<file path="src/rtl/rc_cpl_reassembly_if.sv">
// rtl/rc_cpl_reassembly_if.sv - RC payload stream and completion-done channel
interface rc_cpl_reassembly_if #(
  parameter int TAG_W = 5,
  parameter int OFF_W = 7
);
  logic             rc_valid;
  logic             rc_payload_last;
  logic [255:0]     rc_payload;
  logic [7:0]       rc_payload_dw_keep;
  logic [95:0]      rc_descriptor;

  logic             cpl_done_valid;
  logic             cpl_done_ready;
  logic [TAG_W-1:0] cpl_done_tag;
  logic [OFF_W:0]   cpl_done_beats;
  logic             cpl_done_err;

  modport master (
    output rc_valid, rc_payload_last, rc_payload, rc_payload_dw_keep, rc_descriptor,
    output cpl_done_ready,
    input  cpl_done_valid, cpl_done_tag, cpl_done_beats, cpl_done_err
  );

  modport slave (
    input  rc_valid, rc_payload_last, rc_payload, rc_payload_dw_keep, rc_descriptor,
    input  cpl_done_ready,
    output cpl_done_valid, cpl_done_tag, cpl_done_beats, cpl_done_err
  );
endinterface

</file>
<file path="src/rtl/rc_cpl_reassembly.sv">
// rtl/rc_cpl_reassembly.sv - tag-indexed RC completion reassembly with done FIFO
// Optional DW length check per request: define RC_CPL_LEN_CHECK_EN.
module rc_cpl_reassembly #(
  parameter int TAG_NUM    = 32,
  parameter int MAX_BEATS  = 128,
  parameter int DONE_DEPTH = 4,
  localparam int TAG_W     = $clog2(TAG_NUM),
  localparam int OFF_W     = $clog2(MAX_BEATS)
) (
  input  logic                   clk,
  input  logic                   rst_n,
  rc_cpl_reassembly_if.slave     bus,
  input  logic                   tag_alloc_valid,
  input  logic [TAG_W-1:0]       tag_alloc_tag,
  output logic                   buf_wr_en,
  output logic [TAG_W+OFF_W-1:0] buf_wr_addr,
  output logic [255:0]           buf_wr_data,
  output logic [7:0]             buf_wr_dw_en,
  output logic                   err_unexp,
  output logic                   err_fifo_ovf
);

  localparam int             PTR_W   = $clog2(DONE_DEPTH);
  localparam int             DONE_W  = TAG_W + OFF_W + 2;
  localparam logic [OFF_W:0] MAX_CNT = (OFF_W+1)'(MAX_BEATS);

  typedef enum logic {S_IDLE, S_BODY} state_t;

  state_t state_q, state_d;
  logic   first_beat;

  logic [3:0] d_err_code;
  logic       d_req_done;
  logic [2:0] d_status;
  logic       d_poison;
  logic [7:0] d_tag;

  assign d_err_code = bus.rc_descriptor[15:12];
  assign d_req_done = bus.rc_descriptor[30];
  assign d_status   = bus.rc_descriptor[45:43];
  assign d_poison   = bus.rc_descriptor[46];
  assign d_tag      = bus.rc_descriptor[71:64];

  logic [TAG_NUM-1:0] active_q;
  logic [TAG_NUM-1:0] err_q;
  logic [OFF_W:0]     cnt_q [TAG_NUM];

  logic [TAG_W-1:0] cur_tag_q;
  logic             cur_drop_q;

  logic [TAG_W-1:0] beat_tag;
  logic             first_drop;
  logic             beat_drop;
  logic             beat_ok;
  logic             at_max;
  logic             do_write;
  logic [OFF_W:0]   cnt_cur;
  logic [OFF_W:0]   cnt_next;
  logic             desc_err;
  logic             beat_err;
  logic             err_next;
  logic             done_push;
  logic             done_err;
  logic             len_bad;

  always_comb begin
    state_d    = state_q;
    first_beat = 1'b0;
    case (state_q)
      S_IDLE: begin
        if (bus.rc_valid) begin
          first_beat = 1'b1;
          state_d    = bus.rc_payload_last ? S_IDLE : S_BODY;
        end
      end
      S_BODY: begin
        if (bus.rc_valid && bus.rc_payload_last) begin
          state_d = S_IDLE;
        end
      end
      default: state_d = S_IDLE;
    endcase
  end

  always_ff @(posedge clk or negedge rst_n) begin
    if (!rst_n) begin
      state_q <= S_IDLE;
    end else begin
      state_q <= state_d;
    end
  end

  // Tag and drop verdict are decided once on the first beat and reused for the rest
  always_ff @(posedge clk or negedge rst_n) begin
    if (!rst_n) begin
      cur_tag_q  <= '0;
      cur_drop_q <= 1'b0;
    end else if (first_beat) begin
      cur_tag_q  <= d_tag[TAG_W-1:0];
      cur_drop_q <= first_drop;
    end
  end

  always_comb begin
    first_drop = ((d_tag >> TAG_W) != 8'd0) || !active_q[d_tag[TAG_W-1:0]];
    beat_tag   = first_beat ? d_tag[TAG_W-1:0] : cur_tag_q;
    beat_drop  = first_beat ? first_drop : cur_drop_q;
    beat_ok    = bus.rc_valid && !beat_drop;
    cnt_cur    = cnt_q[beat_tag];
    at_max     = (cnt_cur == MAX_CNT);
    do_write   = beat_ok && !at_max;
    cnt_next   = do_write ? cnt_cur + 1'b1 : cnt_cur;
    desc_err   = (d_status != 3'd0) || d_poison || (d_err_code != 4'd0);
    beat_err   = desc_err || at_max;
    err_next   = err_q[beat_tag] | beat_err;
    done_push  = beat_ok && bus.rc_payload_last && (d_req_done || (d_status != 3'd0));
    done_err   = err_next | len_bad;
  end

`ifdef RC_CPL_LEN_CHECK_EN
  localparam int ACC_W = OFF_W + 6;

  logic [10:0]      d_dw_cnt;
  logic [ACC_W-1:0] acc_q [TAG_NUM];
  logic [ACC_W-1:0] sum_q [TAG_NUM];
  logic [ACC_W-1:0] acc_next;
  logic [ACC_W-1:0] sum_next;
  logic [3:0]       keep_pop;

  assign d_dw_cnt = bus.rc_descriptor[42:32];

  // acc counts DWs actually written; sum counts DWs the completers announced
  always_comb begin
    keep_pop = '0;
    for (int i = 0; i < 8; i++) begin
      keep_pop = keep_pop + {3'd0, bus.rc_payload_dw_keep[i]};
    end
    acc_next = acc_q[beat_tag] + (do_write ? ACC_W'(keep_pop) : '0);
    sum_next = sum_q[beat_tag] + (first_beat ? ACC_W'(d_dw_cnt) : '0);
    len_bad  = (acc_next != sum_next);
  end

  always_ff @(posedge clk or negedge rst_n) begin
    if (!rst_n) begin
      for (int i = 0; i < TAG_NUM; i++) begin
        acc_q[i] <= '0;
        sum_q[i] <= '0;
      end
    end else begin
      if (beat_ok) begin
        acc_q[beat_tag] <= acc_next;
        sum_q[beat_tag] <= sum_next;
      end
      if (tag_alloc_valid) begin
        acc_q[tag_alloc_tag] <= '0;
        sum_q[tag_alloc_tag] <= '0;
      end
    end
  end
`else
  assign len_bad = 1'b0;
`endif

  // Alloc is applied after the completion update so it wins on a same-tag collision
  always_ff @(posedge clk or negedge rst_n) begin
    if (!rst_n) begin
      active_q <= '0;
      err_q    <= '0;
      for (int i = 0; i < TAG_NUM; i++) begin
        cnt_q[i] <= '0;
      end
    end else begin
      if (beat_ok) begin
        cnt_q[beat_tag] <= cnt_next;
        err_q[beat_tag] <= err_next;
        if (done_push) begin
          active_q[beat_tag] <= 1'b0;
        end
      end
      if (tag_alloc_valid) begin
        active_q[tag_alloc_tag] <= 1'b1;
        cnt_q[tag_alloc_tag]    <= '0;
        err_q[tag_alloc_tag]    <= 1'b0;
      end
    end
  end

  always_ff @(posedge clk or negedge rst_n) begin
    if (!rst_n) begin
      buf_wr_en    <= 1'b0;
      buf_wr_addr  <= '0;
      buf_wr_data  <= '0;
      buf_wr_dw_en <= '0;
      err_unexp    <= 1'b0;
    end else begin
      buf_wr_en <= do_write;
      err_unexp <= first_beat && first_drop;
      if (do_write) begin
        buf_wr_addr  <= {beat_tag, cnt_cur[OFF_W-1:0]};
        buf_wr_data  <= bus.rc_payload;
        buf_wr_dw_en <= bus.rc_payload_dw_keep;
      end
    end
  end

  logic [DONE_W-1:0] fifo_mem [DONE_DEPTH];
  logic [PTR_W:0]    wr_ptr_q;
  logic [PTR_W:0]    rd_ptr_q;
  logic              fifo_empty;
  logic              fifo_full;
  logic              fifo_pop;
  logic              fifo_push;

  assign fifo_empty = (wr_ptr_q == rd_ptr_q);
  assign fifo_full  = (wr_ptr_q[PTR_W] != rd_ptr_q[PTR_W]) &&
                      (wr_ptr_q[PTR_W-1:0] == rd_ptr_q[PTR_W-1:0]);
  assign fifo_pop   = !fifo_empty && bus.cpl_done_ready;
  assign fifo_push  = done_push && (!fifo_full || fifo_pop);

  always_ff @(posedge clk or negedge rst_n) begin
    if (!rst_n) begin
      wr_ptr_q     <= '0;
      rd_ptr_q     <= '0;
      err_fifo_ovf <= 1'b0;
      for (int i = 0; i < DONE_DEPTH; i++) begin
        fifo_mem[i] <= '0;
      end
    end else begin
      if (fifo_push) begin
        fifo_mem[wr_ptr_q[PTR_W-1:0]] <= {beat_tag, cnt_next, done_err};
        wr_ptr_q <= wr_ptr_q + 1'b1;
      end
      if (fifo_pop) begin
        rd_ptr_q <= rd_ptr_q + 1'b1;
      end
      if (done_push && fifo_full && !fifo_pop) begin
        err_fifo_ovf <= 1'b1;
      end
    end
  end

  assign bus.cpl_done_valid = !fifo_empty;
  assign {bus.cpl_done_tag, bus.cpl_done_beats, bus.cpl_done_err} = fifo_mem[rd_ptr_q[PTR_W-1:0]];

endmodule

</file>
<file path="src/flat_wrapper.sv">
// flat-port wrapper written by rule: the top's interface ports become plain ports
module rc_cpl_reassembly_flat 
#(
  parameter int TAG_NUM    = 32,
  parameter int MAX_BEATS  = 128,
  parameter int DONE_DEPTH = 4,
  localparam int TAG_W     = $clog2(TAG_NUM),
  localparam int OFF_W     = $clog2(MAX_BEATS)
)
  (clk, rst_n, tag_alloc_valid, tag_alloc_tag, buf_wr_en, buf_wr_addr, buf_wr_data, buf_wr_dw_en, err_unexp, err_fifo_ovf, bus_rc_valid, bus_rc_payload_last, bus_rc_payload, bus_rc_payload_dw_keep, bus_rc_descriptor, bus_cpl_done_ready, bus_cpl_done_valid, bus_cpl_done_tag, bus_cpl_done_beats, bus_cpl_done_err);
  rc_cpl_reassembly_if #(.TAG_W((5)), .OFF_W((7))) bus_i ();
  input  logic clk;
  input  logic rst_n;
  input  logic tag_alloc_valid;
  input  logic [TAG_W-1:0] tag_alloc_tag;
  output logic buf_wr_en;
  output logic [TAG_W+OFF_W-1:0] buf_wr_addr;
  output logic [255:0] buf_wr_data;
  output logic [7:0] buf_wr_dw_en;
  output logic err_unexp;
  output logic err_fifo_ovf;
  input wire logic [$bits(bus_i.rc_valid)-1:0] bus_rc_valid;
  input wire logic [$bits(bus_i.rc_payload_last)-1:0] bus_rc_payload_last;
  input wire logic [$bits(bus_i.rc_payload)-1:0] bus_rc_payload;
  input wire logic [$bits(bus_i.rc_payload_dw_keep)-1:0] bus_rc_payload_dw_keep;
  input wire logic [$bits(bus_i.rc_descriptor)-1:0] bus_rc_descriptor;
  input wire logic [$bits(bus_i.cpl_done_ready)-1:0] bus_cpl_done_ready;
  output wire logic [$bits(bus_i.cpl_done_valid)-1:0] bus_cpl_done_valid;
  output wire logic [$bits(bus_i.cpl_done_tag)-1:0] bus_cpl_done_tag;
  output wire logic [$bits(bus_i.cpl_done_beats)-1:0] bus_cpl_done_beats;
  output wire logic [$bits(bus_i.cpl_done_err)-1:0] bus_cpl_done_err;
  assign bus_i.rc_valid = bus_rc_valid;
  assign bus_i.rc_payload_last = bus_rc_payload_last;
  assign bus_i.rc_payload = bus_rc_payload;
  assign bus_i.rc_payload_dw_keep = bus_rc_payload_dw_keep;
  assign bus_i.rc_descriptor = bus_rc_descriptor;
  assign bus_i.cpl_done_ready = bus_cpl_done_ready;
  assign bus_cpl_done_valid = bus_i.cpl_done_valid;
  assign bus_cpl_done_tag = bus_i.cpl_done_tag;
  assign bus_cpl_done_beats = bus_i.cpl_done_beats;
  assign bus_cpl_done_err = bus_i.cpl_done_err;
  rc_cpl_reassembly #(.TAG_NUM(TAG_NUM), .MAX_BEATS(MAX_BEATS), .DONE_DEPTH(DONE_DEPTH)) u_core (.clk(clk), .rst_n(rst_n), .bus(bus_i), .tag_alloc_valid(tag_alloc_valid), .tag_alloc_tag(tag_alloc_tag), .buf_wr_en(buf_wr_en), .buf_wr_addr(buf_wr_addr), .buf_wr_data(buf_wr_data), .buf_wr_dw_en(buf_wr_dw_en), .err_unexp(err_unexp), .err_fifo_ovf(err_fifo_ovf));
endmodule
</file>
<file path="config.mk">
export PLATFORM = sky130hd
export DESIGN_NAME = rc_cpl_reassembly_flat
export DESIGN_NICKNAME = d
export VERILOG_FILES = /design/src/rtl/rc_cpl_reassembly_if.sv /design/src/rtl/rc_cpl_reassembly.sv /design/src/flat_wrapper.sv
export SDC_FILE = /design/constraint.sdc
export NUM_CORES = 1
export LEC_CHECK = 0
export BUFFER_PORTS_ARGS = -buffer_cell sky130_fd_sc_hd__buf_2
export CORE_ASPECT_RATIO = 0.6
export CORE_MARGIN = 8
export CORE_UTILIZATION = 49
export DETAILED_ROUTE_END_ITERATION = 10
export PLACE_DENSITY_LB_ADDON = 0.08
export SETUP_SLACK_MARGIN = 0.15
export SLEW_MARGIN = 20
export SYNTH_ARGS = -nofsm -noshare
export SYNTH_HDL_FRONTEND = slang
export SYNTH_SLANG_ARGS = --single-unit
</file>
<file path="constraint.sdc">
create_clock -name clk -period 3.27 [get_ports clk]
set_clock_uncertainty 0.15 [all_clocks]
set_input_delay 0.4905 -clock clk [delete_from_list [all_inputs] [get_ports clk]]
set_output_delay 0.4905 -clock clk [all_outputs]
set_load 0.01 [all_outputs]
</file>
Word level (Yosys, flattened, before mapping) --
Index checks and enable logic that the tools add are counted. W data, S select, Z words.
Word-level totals: logic and storage cells 151, register bits 668, input port bits 371, output and inout port bits 294
Operators by class: bitwise gates (word level) 13, $add $sub $neg 3, reduce and logical (&&, ||, !) cells 31, multiplexer cells 39, equal/unequal tests 4, magnitude comparators 12
Operator list (count):
- $mux W256 | 2
- $and A256 B256 Y256 | 1
- $bwmux W256 | 1
- $not A256 Y256 | 1
- $mux W32 | 5
- $demux W8 S5 | 2
- $and A32 B32 Y32 | 2
- $not A32 Y32 | 2
- $bwmux W56 | 1
- $mux W14 | 3
- $bmux W8 S5 | 1
- $mux W8 | 5
- $bwmux W32 | 1
- $or A32 B32 Y32 | 1
- $bmux W14 S2 | 1
- $demux W14 S2 | 1
- $lt A5 B6 Y1 const B | 3
- $logic_and A1 B1 Y1 | 16
- $ge A6 B6 Y1 const B | 2
- $lt A6 B1 Y1 const B | 2
- $not A5 Y6 | 2
- $bmux W1 S5 | 2
- $demux W1 S5 | 2
- $ge A5 B1 Y1 const B | 2
- other kinds (19) | 41

Depth between registers and ports, before layout --
word-level depth 15, depth in mapped cells 19, depth with buffers taken out 14

Worst setup path after synthesis --
Ideal clock, no wire load.
path type in2reg, start input bus_rc_descriptor[64], end register u_core.buf_wr_data[100], required time 2.995 ns, stages on the path 15, path slack -0.549 ns, arrival time 3.544 ns, cell sequence buf_4 > buf_6 > and3b_4 > a21oi_4 > buf_6 > buf_8 > mux4_2 > a22oi_1 > nand4_1 > nor4_4 > a21oi_1 > buf_2 > buf_6 > buf_6 > mux2_4
On the way: cells in the longest elaborated chain, start to end 8
Ends and longest elaborated chain:
- start, declared | RTL line flat_wrapper.sv:26 | input wire logic [$bits(bus_i.rc_descriptor)-1:0] bus_rc_descriptor;
- $mux W5 or $bmux W1 S5 (tied branches) | RTL line rc_cpl_reassembly.sv:106, rc_cpl_reassembly.sv:105
- $not A5 Y6 (not written as such) or $mux W1 (tied branches) | RTL line rc_cpl_reassembly.sv:109, rc_cpl_reassembly.sv:105
- $bmux W8 S5 or $logic_not A1 Y1 (tied branches) | RTL line rc_cpl_reassembly.sv:109, rc_cpl_reassembly.sv:105
- $mux W8 (not written as such) or $logic_or A1 B1 Y1 (tied branches) | RTL line rc_cpl_reassembly.sv:109, rc_cpl_reassembly.sv:105
- $mux W8 (not written as such) or $mux W1 (tied branches)
- $eq A8 B8 Y1 or $logic_not A1 Y1 (tied branches) | RTL line rc_cpl_reassembly.sv:110, rc_cpl_reassembly.sv:108
- $logic_not A1 Y1 or $logic_and A1 B1 Y1 (tied branches) | RTL line rc_cpl_reassembly.sv:111, rc_cpl_reassembly.sv:108
- $logic_and A1 B1 Y1 (*) | RTL line rc_cpl_reassembly.sv:111 | do_write = beat_ok && !at_max;
- end signal, assigned | RTL line rc_cpl_reassembly.sv:200 | buf_wr_data <= bus.rc_payload;
- end, declared | RTL line rc_cpl_reassembly.sv:17 | output logic [255:0] buf_wr_data,
Every way passes the cells marked *; elsewhere a longest branch is shown, timed or not. The select of a mux whose other input is x is not followed. A chain may end at the register's enable or synchronous reset.

==> run_results.csv <==
group,metric,value,unit
drt,route.detailed.drc,0,
clock_network,clkTransAtPathRegs,0.07,ns
drt,firstDrtPassIters,7,
clock_network,numCtsBuffers,66,
global_routing,grt_pass1_vias,27900,
yosys,yosysWarnings,0,
yosys,syn_area_per_cell,11.3,µm²
clock_network,cts.path.max_buffers,3,
drt,drt_iter0_markers,3188,
global_routing,grt_pass1_wl,184000,µm
floorplan,core.rowCount,70,
yosys,yosys_most_used_dff,"dfrtp_1",
cells_and_area,n_fill_cell,4065,
global_routing,use_met1,46.5,%
status,outcome,"finished, violations left",
floorplan,die_w,337,µm
clock_network,cts_tree,"done",
placed_design,io_buffers,585,
timing,drv_slew,0,
timing,relSlewSlack,29.9,%
critical_path,required,3.61,ns
cells_and_area,layout_common_cells,"dfrtp_1, buf_2, nand2_1",
cells_and_area,final_layout_size_suffix_gt1_share,45.0,%
critical_path,cp-end-kind,"flop",
floorplan,dieArea,70100,µm²
cells_and_area,mostFrequentLayoutCell,"dfrtp_1",
status,violations,"negative setup slack",
critical_path,slowest_stage,"dfrtp_1",
cells_and_area,post-route-util,74.3,%
global_routing,grtUsageMet2,51.2,%
yosys,async_flop_share,100,%
placed_design,dp_worst_setup_slack,-1.22,ns
placed_design,dp_cells,4223,
drt,wl_per_cell,28.4,µm
global_routing,grt_use_total,34.7,%
floorplan,start_util,49.5,%
timing,rsz0062_at_grt,"yes",
timing,fin_ws,-0.821,ns
yosys,seq_area_frac_synth,55.3,%
critical_path,path_class,"reg -> reg",
clock_network,cts_sinks,668,
cells_and_area,area_growth_syn_to_layout,49.9,%
floorplan,die_h,208,µm
yosys,netlist_area,30200,µm²
placed_design,place_congestion,1.01,
floorplan,core_area,61000,µm²
power_and_ir_drop,power.density,744,nW/µm²
critical_path,slowest_delay,0.40,ns
cells_and_area,final_nets,4240,
yosys,syn_nets,3043,
timing,fmax,244,MHz
cells_and_area,instances_no_fill,4760,
critical_path,cp_cell_sequence,"nand2b_4 -> buf_12 -> a21oi_4 -> buf_12 -> buf_12 -> buf_16 -> mux2i_2 -> a32oi_2 -> nand4_1 -> a21oi_2 -> buf_4 -> nor4_4 -> a21oi_4 -> buf_12 -> clkbuf_16 -> clkbuf_16 -> mux2_4",
yosys,synth_edf_count,0,
yosys,netlist_instances,2666,
global_routing,busiest_layer,"met2",
drt,num_vias,28100,
timing,finalSetupViolCount,655,
global_routing,gr-total-overflow,0,
critical_path,critPathMaxFanout,7,
job,maxCapViolCount,0,
critical_path,cp_common_cell,"buf_12",
timing,tightest_slew,1.05,ns
critical_path,worstPathArrival,4.44,ns
critical_path,worst_setup_path_start_kind,"flop",
drt,ant_nets,0,
clock_network,clock_latency,0.62,ns
floorplan,io_pins,665,
critical_path,crit_family,"buffers and inverters",
yosys,synth_cell_types,68,
placed_design,hpwl,84700,µm
cells_and_area,multi_input_area,13900,µm²
timing,setup-tns-final,-437.36,ns
timing,finalHoldViolations,0,
yosys,ys_seq_elements,668,
timing,period_share,125,%
drt,via_per_inst,5.89,
global_routing,grt_max_degree,86,
cells_and_area,regArea,16700,µm²
drt,routed_wl,135000,µm
clock_network,cts_max_level,3,
clock_network,root_buffer,"clkbuf_16",
power_and_ir_drop,ir_drop,0.000519,V
worst_hold_path,hold_class,"in -> reg",
power_and_ir_drop,leakagePower,21.0,nW
timing,whs,0.119,ns
timing,period_minus_slack,4.09,ns
global_routing,antenna_found_initial,15,
critical_path,critical_path_buf_inv_count,8,
global_routing,met3_usage,13.3,%
where the power goes:
group | switching (W) | internal (W) | total, W
Clock | 0.00346 | 0.00477 | 0.00823
Sequential | 0.00153 | 0.0105 | 0.0120
Combinational | 0.00690 | 0.00655 | 0.0134
registers in the layout (all words and copies together) (netlist names), 5 cells and up, named ones only:
name,cells
u_core.buf_wr_data,256
u_core.cnt_q,256
u_core.fifo_mem,56
u_core.active_q,32
u_core.err_q,32
u_core.buf_wr_addr,12
u_core.buf_wr_dw_en,8
u_core.cur_tag_q,5
tightest hold or removal path, cell delays in order:
cell	delay, ns
buf_2	0.08
nor3_1	0.04
nand3_1	0.07
nor2_1	0.04
nor2_1	0.10
synthesized netlist by cell type (7+ instances only):
master    number  area share, %
a211oi_1     100            2.5
a21oi_1      193            3.2
a22oi_1       34           0.85
a31oi_1       10           0.21
buf_2         46           0.76
buf_6         26           0.97
clkbuf_1      83            1.0
dfrtp_1      668             55
inv_1         16           0.20
mux2_2       134            5.0
mux2_4       189            9.4
mux2i_1       49            1.6
mux4_2        32            2.4
nand2_1      489            6.1
nand2b_1       8           0.17
nand3_1       31           0.51
nand3b_1       7           0.17
nor2_1       286            3.6
nor3_1        35           0.58
o21ai_0       92            1.5
o22ai_1       14           0.29
xnor2_1        9           0.26
logic make-up (layout without fill, tap and decap cells):
| group | Yosys count | in the layout | share of synthesized area (%) |
|---|---|---|---|
| AND/OR/NAND/NOR | 899 | 899 | 12.2 |
| flip-flops | 668 | 668 | 55.3 |
| AO/OA/AOI/OAI | 492 | 492 | 10.1 |
| multiplexers | 404 | 404 | 18.4 |
| buffers and inverters | 184 | 1431 | 3.21 |
| XOR/XNOR | 13 | 13 | 0.476 |
| adder cells (fa/ha/maj) | 6 | 6 | 0.249 |
| other | 0 | 19 | 0 |
layout make-up:
type / count / share of cell area, %
diodes: 19 / 0.105
well taps: 828 / 2.29
clock inverters: 30 / 0.843
repair buffers: 1295 / 24.8
inverters: 18 / 0.160
clock buffers: 88 / 4.22
multi-input cells: 1814 / 30.7
flip-flops and latches: 668 / 36.9
metal layers:
layer | routed length (µm) | share of wire (%)
met5 | 159 | 0.12
met4 | 5560 | 4.1
met3 | 17300 | 13
met2 | 59400 | 44
met1 | 52800 | 39
metrics by stage:
stage	total power [W]	cell area, µm²
floorplan	0.0171	30400
global placement	0.0222	36500
detailed placement	0.0225	36500
CTS	0.0321	42900
global route	0.0347	45300
finish	0.0337	45300
worst paths after layout:
kind	startpoint	endpoint	slack, ns	cells after the start
worst min register to register	u_core.err_fifo_ovf	u_core.err_fifo_ovf	0.31	1
worst max-delay path	flop	u_core.buf_wr_dw_en[4]	-0.82	17
worst min-delay path	bus_rc_descriptor[71]	u_core.err_unexp	0.12	5
worst max register to register	flop	u_core.buf_wr_dw_en[4]	-0.82	17
min in group asynchronous	rst_n	u_core.cnt_q[209]	0.36	2
max in group asynchronous	rst_n	u_core.buf_wr_data[50]	1.52	3
timing repair:
item	in CTS	in global routing
endpoints found under the setup margin	655	657
gates resized for setup	127	253
cloned	20	48
hold endpoints to repair	327	0
pin swaps	35	77
hold buffers	267	0
setup buffers	38	27
Power figures use the tool's default switching activity.
